==> src/rtl/ssd_scan_controller_pkg.sv <==
// Shared constants and helpers for the seven-segment scan controller.
// Glyphs are active-low in {g,f,e,d,c,b,a} order.
package ssd_pkg;

  localparam logic [6:0] SEG_BLANK = 7'h7F;

  localparam logic [6:0] SEG_0 = 7'b1000000;
  localparam logic [6:0] SEG_1 = 7'b1111001;
  localparam logic [6:0] SEG_2 = 7'b0100100;
  localparam logic [6:0] SEG_3 = 7'b0110000;
  localparam logic [6:0] SEG_4 = 7'b0011001;
  localparam logic [6:0] SEG_5 = 7'b0010010;
  localparam logic [6:0] SEG_6 = 7'b0000010;
  localparam logic [6:0] SEG_7 = 7'b1111000;
  localparam logic [6:0] SEG_8 = 7'b0000000;
  localparam logic [6:0] SEG_9 = 7'b0010000;
  localparam logic [6:0] SEG_A = 7'b0001000;
  localparam logic [6:0] SEG_B = 7'b0000011;
  localparam logic [6:0] SEG_C = 7'b1000110;
  localparam logic [6:0] SEG_D = 7'b0100001;
  localparam logic [6:0] SEG_E = 7'b0000110;
  localparam logic [6:0] SEG_F = 7'b0001110;

  typedef logic [1:0] digit_idx_t;

  // Bit k set when digit k is a leading zero to be blanked; digit 0 always shows.
  function automatic logic [3:0] lz_mask(input logic [15:0] val, input logic lz);
    logic [3:0] m;
    m[3] = lz & (val[15:12] == 4'h0);
    m[2] = m[3] & (val[11:8] == 4'h0);
    m[1] = m[2] & (val[7:4] == 4'h0);
    m[0] = 1'b0;
    return m;
  endfunction

endpackage

==> src/rtl/ssd_scan_controller_hex_to_ssd.sv <==
// Combinational hex nibble to active-low seven-segment glyph decoder.
module hex_to_ssd
  import ssd_pkg::*;
(
  input  logic [3:0] i_nib,
  output logic [6:0] o_seg
);

  always_comb begin
    o_seg = SEG_BLANK;
    unique case (i_nib)
      4'h0: o_seg = SEG_0;
      4'h1: o_seg = SEG_1;
      4'h2: o_seg = SEG_2;
      4'h3: o_seg = SEG_3;
      4'h4: o_seg = SEG_4;
      4'h5: o_seg = SEG_5;
      4'h6: o_seg = SEG_6;
      4'h7: o_seg = SEG_7;
      4'h8: o_seg = SEG_8;
      4'h9: o_seg = SEG_9;
      4'hA: o_seg = SEG_A;
      4'hB: o_seg = SEG_B;
      4'hC: o_seg = SEG_C;
      4'hD: o_seg = SEG_D;
      4'hE: o_seg = SEG_E;
      4'hF: o_seg = SEG_F;
    endcase
  end

endmodule

==> src/rtl/ssd_scan_controller.sv <==
// 4-digit common-anode display scanner: synchronises the slow scan clock, steps
// one digit per rising edge and latches the shown value once per frame.
module ssd_scan_controller
  import ssd_pkg::*;
#(
  parameter int NUM_DIGITS  = 4,
  parameter int SYNC_STAGES = 2
) (
  input  logic        i_clock,
  input  logic        i_reset_n,
  input  logic        i_scan_clk,
  input  logic        i_enable,
  input  logic [15:0] i_value_in,
  input  logic [3:0]  i_dp_in,
  input  logic        i_lz_blank,
  output logic [3:0]  o_an,
  output logic [6:0]  o_seg,
  output logic        o_dp,
  output logic        o_frame_done
);

  if (NUM_DIGITS != 4) begin : g_bad_digits
    $error("ssd_scan_controller: NUM_DIGITS must be 4");
  end
  if (SYNC_STAGES < 2) begin : g_bad_sync
    $error("ssd_scan_controller: SYNC_STAGES must be >= 2");
  end

  logic [SYNC_STAGES-1:0] r_sync;
  logic                   r_edge;
  digit_idx_t             r_idx;
  logic [15:0]            r_shadow_val;
  logic [3:0]             r_shadow_dp;
  logic                   r_shadow_lz;

  logic        w_tick;
  logic        w_wrap;
  digit_idx_t  w_nxt_idx;
  logic [15:0] w_nxt_val;
  logic [3:0]  w_nxt_dp;
  logic        w_nxt_lz;
  logic [3:0]  w_nib;
  logic [6:0]  w_glyph;
  logic [3:0]  w_blank;
  logic        w_dig_blank;
  logic [3:0]  w_an;

  assign w_tick    = r_sync[SYNC_STAGES-1] & ~r_edge;
  assign w_wrap    = w_tick & (r_idx == 2'd3);
  assign w_nxt_idx = w_tick ? ((r_idx == 2'd3) ? 2'd0 : r_idx + 2'd1) : r_idx;

  // Outputs are built from the post-edge state so the new digit appears on the tick edge.
  assign w_nxt_val   = w_wrap ? i_value_in : r_shadow_val;
  assign w_nxt_dp    = w_wrap ? i_dp_in    : r_shadow_dp;
  assign w_nxt_lz    = w_wrap ? i_lz_blank : r_shadow_lz;
  assign w_nib       = w_nxt_val[{w_nxt_idx, 2'b00} +: 4];
  assign w_blank     = lz_mask(w_nxt_val, w_nxt_lz);
  assign w_dig_blank = w_blank[w_nxt_idx];
  assign w_an        = ~(4'b0001 << w_nxt_idx);

  hex_to_ssd u_dec (
    .i_nib (w_nib),
    .o_seg (w_glyph)
  );

  always_ff @(posedge i_clock or negedge i_reset_n) begin
    if (!i_reset_n) begin
      r_sync       <= '0;
      r_edge       <= 1'b0;
      r_idx        <= 2'd3;
      r_shadow_val <= '0;
      r_shadow_dp  <= '0;
      r_shadow_lz  <= 1'b0;
      o_an         <= 4'b1111;
      o_seg        <= SEG_BLANK;
      o_dp         <= 1'b1;
      o_frame_done <= 1'b0;
    end else begin
      r_sync       <= {r_sync[SYNC_STAGES-2:0], i_scan_clk};
      r_edge       <= r_sync[SYNC_STAGES-1];
      r_idx        <= w_nxt_idx;
      r_shadow_val <= w_nxt_val;
      r_shadow_dp  <= w_nxt_dp;
      r_shadow_lz  <= w_nxt_lz;
      o_frame_done <= w_wrap;
      // Disable blanks at once; re-enable waits for the next tick to repaint.
      if (!i_enable || (w_tick && w_dig_blank)) begin
        o_an  <= 4'b1111;
        o_seg <= SEG_BLANK;
        o_dp  <= 1'b1;
      end else if (w_tick) begin
        o_an  <= w_an;
        o_seg <= w_glyph;
        o_dp  <= ~w_nxt_dp[w_nxt_idx];
      end
    end
  end

endmodule
==> config.mk <==
export PLATFORM = sky130hd
export DESIGN_NAME = ssd_scan_controller
export DESIGN_NICKNAME = d
export VERILOG_FILES = /design/src/rtl/ssd_scan_controller_pkg.sv /design/src/rtl/ssd_scan_controller_hex_to_ssd.sv /design/src/rtl/ssd_scan_controller.sv
export SDC_FILE = /design/constraint.sdc
export NUM_CORES = 1
export LEC_CHECK = 0
export CAP_MARGIN = 10
export CORE_ASPECT_RATIO = 0.9
export CORE_MARGIN = 4
export CORE_UTILIZATION = 35
export CTS_CLUSTER_SIZE = 40
export DETAILED_ROUTE_END_ITERATION = 8
export PLACE_DENSITY_LB_ADDON = 0.1
export SLEW_MARGIN = 10
export SYNTH_ARGS = -nofsm -noshare
export SYNTH_HDL_FRONTEND = slang
export SYNTH_HIERARCHICAL = 1
export SYNTH_SLANG_ARGS = --single-unit
==> constraint.sdc <==
create_clock -name i_clock -period 4.4 [get_ports i_clock]
set_clock_uncertainty 0.05 [all_clocks]
set_input_delay 0.66 -clock i_clock [delete_from_list [all_inputs] [get_ports i_clock]]
set_output_delay 0.66 -clock i_clock [all_outputs]
set_load 0.02 [all_outputs]
==> flow_summary.json <==
{
  "max_slew_margin": 0.284,
  "yosysSeqAreaShare": 0.483,
  "hold_buffers": 0,
  "slowest_stage": "dfstp_2",
  "fin_crit_sh": 0.808,
  "seqCellArea_um2": 993,
  "critPathLaunch": "r_idx[0]$_DFF_PN1_",
  "grt_max_degree": 40,
  "holdWs_ns": 0.311,
  "vias_per_cell": 5.35,
  "antenna_found_initial": 0,
  "ant_nets": 0,
  "diodes": 0,
  "synth_ff_type": "dfrtp_1",
  "vdd_drop_max_mv": 0.380,
  "clockRootBuffer": "clkbuf_8",
  "grt_use_total": 0.132,
  "max_stage_delay_ns": 0.62,
  "clk_latency_ns": 0.29,
  "finalCriticalPeriod_ns": 3.55,
  "hold_violations": 0,
  "yosys.area.top_type_share": 0.304,
  "tightest_slew_ns": 1.06,
  "clock_sinks": 39,
  "r2r_cells": 11,
  "cts_max_path_buffers": 2,
  "cts-resized-gates": 0,
  "layout_common_cells": "clkdlybuf4s50_1, dfrtp_1, mux2_2",
  "power_per_cell_area_mw_per_mm2": 797,
  "post_cts_buffers": 0,
  "cp.arrival_ns": 3.72,
  "async_flop_share": 1.00,
  "end_kind": "flip-flop",
  "synth_area_mm2": 0.00206,
  "finalMaxSlewViolations": 0,
  "clock_tree.htree_level_count": 2,
  "max-cap-violations": 0,
  "netlist_instances": 165,
  "hold_depth": 0,
  "rows": 26,
  "synth_edf_count": 0,
  "finalSetupViolCount": 0,
  "crit_path_start_kind": "flip-flop",
  "outcome": "completed",
  "instances_no_fill": 275,
  "routed.top_layer": "met4",
  "start_util": 0.361,
  "grt_pass1_wl_mm": 7.19,
  "fillers": 511,
  "vias": 1470,
  "multi_input_area_um2": 970,
  "gp_congestion": 0.775,
  "drt-met1-wl_mm": 2.03,
  "r2r_start": "r_idx[0]$_DFF_PN1_",
  "rrSetupSlack_ns": 0.85,
  "mappedNetlistNets": 198,
  "dieWidth_um": 88.8,
  "crit_end": "o_seg[3]$_DFFE_PN1P_",
  "cts_buffers": 5,
  "ys_warn_count": 6,
  "power_mw": 2.07,
  "worstPathRequired_ns": 4.57,
  "reg2reg_to": "o_seg[3]$_DFFE_PN1P_",
  "dp.cells": 267,
  "drtPass1Iterations": 4,
  "drc_errors": 0,
  "critPathKind": "reg -> reg",
  "portBuffers": 37,
  "cp_max_fo": 12,
  "crit_path_cell_trace": "ha_1, nand3b_1, buf_4, mux2_2, mux2i_1, o21ai_0, inv_1, ha_1, inv_1, mux4_1, o22a_1",
  "synth_top_cells_by_area": "dfrtp_1, dfstp_2, mux2_2",
  "wl_mm": 4.43,
  "ys_ff_latch": 39,
  "final_common_cell": "clkdlybuf4s50_1",
  "grt_pass1_vias": 1483,
  "drive_gt1_frac": 0.273,
  "synth_top_cell_by_area": "dfrtp_1",
  "setup-tns-final_ns": 0,
  "fmax_ghz": 0.281,
  "met3_length_um": 191,
  "die_area_mm2": 0.00717,
  "wl_per_cell_um": 16.1,
  "io_pins": 38,
  "cts_tree": "done",
  "dr_wl_met2_mm": 2.11,
  "die_y_um": 80.7,
  "syn_avg_cell_area_um2": 12.5,
  "p_leak_nw": 1.05,
  "core-area_mm2": 0.00569,
  "drtIter0Drc": 43,
  "hp-class": "reg -> reg",
  "hpwl_mm": 3.35,
  "synth_cell_types": 40,
  "path_clk_slew_ns": 0.08,
  "layout.nets": 237,
  "rsz0062_at_grt": "no",
  "overflow": 0,
  "area_growth_pct": 26.1
}
-- how the worst min path moves through the flow --
stage / start / endpoint / slack [ns]
floorplan: r_sync[0]$_DFF_PN0_ / r_sync[1]$_DFF_PN0_ / 0.28
global placement: r_sync[0]$_DFF_PN0_ / r_sync[1]$_DFF_PN0_ / 0.29
detailed placement: r_sync[0]$_DFF_PN0_ / r_sync[1]$_DFF_PN0_ / 0.29
CTS: r_sync[0]$_DFF_PN0_ / r_sync[1]$_DFF_PN0_ / 0.31
global route: r_sync[0]$_DFF_PN0_ / r_sync[1]$_DFF_PN0_ / 0.32
finish: r_sync[0]$_DFF_PN0_ / r_sync[1]$_DFF_PN0_ / 0.31
-- layer usage --
metal | track usage | vias to the layer above
met5 | 0 | -
met4 | 0.0393 | 0
met3 | 0.0451 | 10
met2 | 0.211 | 35
met1 | 0.167 | 731
li1 | - | 694
-- worst max-delay path, delay by kind of cell (launching register included) --
family          cells  cell delay, ns
compound gates      2            0.77
fa+ha+maj           2            0.64
buf+inv             3            0.49
flops               1            0.62
mux                 3            0.79
simple gates        1            0.12
-- state kept, by name, summed over array words and instances, names as in the netlist --
register      cells
r_sync            2
o_dp              1
r_shadow_val     16
r_shadow_dp       4
r_edge            1
r_idx             2
o_frame_done      1
o_an              4
o_seg             7
r_shadow_lz       1
-- report_power, final --
group	total, mW	internal [mW]	switching (mW)
combinational	1.13	0.534	0.595
clock	0.312	0.184	0.128
sequential	0.627	0.535	0.0919
-- synth_stat cells, types with 4 or more instances --
cell,n
o22a_1,10
dfstp_2,14
nand2b_1,8
o211ai_1,4
mux2_2,21
o221ai_1,5
a21oi_1,5
o21ai_0,7
ha_1,8
nor2_1,8
mux2i_1,7
inv_1,7
dfrtp_1,25
-- area by class of cell --
class / instances / area share
clock buffer: 6 / 0.0319
clock inverter: 2 / 0.0135
inverter: 9 / 0.0140
multi-input combinational: 109 / 0.374
sequential: 39 / 0.383
tap: 70 / 0.0338
timing repair buffer: 40 / 0.150
-- per-stage QoR --
step	cell area [um^2]	setup slack, ns	utilization
finish	2590	0.846	0.455
detailed placement	2470	0.877	0.435
floorplan	2060	1.04	-
global route	2590	0.605	0.455
CTS	2590	0.865	0.455
global placement	2470	1.04	0.435
-- cells by family after synthesis --
kind of cell / share of synthesized area
buffers and inverters: 0.0450
DFF: 0.483
adders and majority gates: 0.0487
AOI/OAI and AO/OA: 0.142
muxes: 0.191
and+or+nand+nor: 0.0901
No activity file was read; power rests on OpenSTA's default activity.
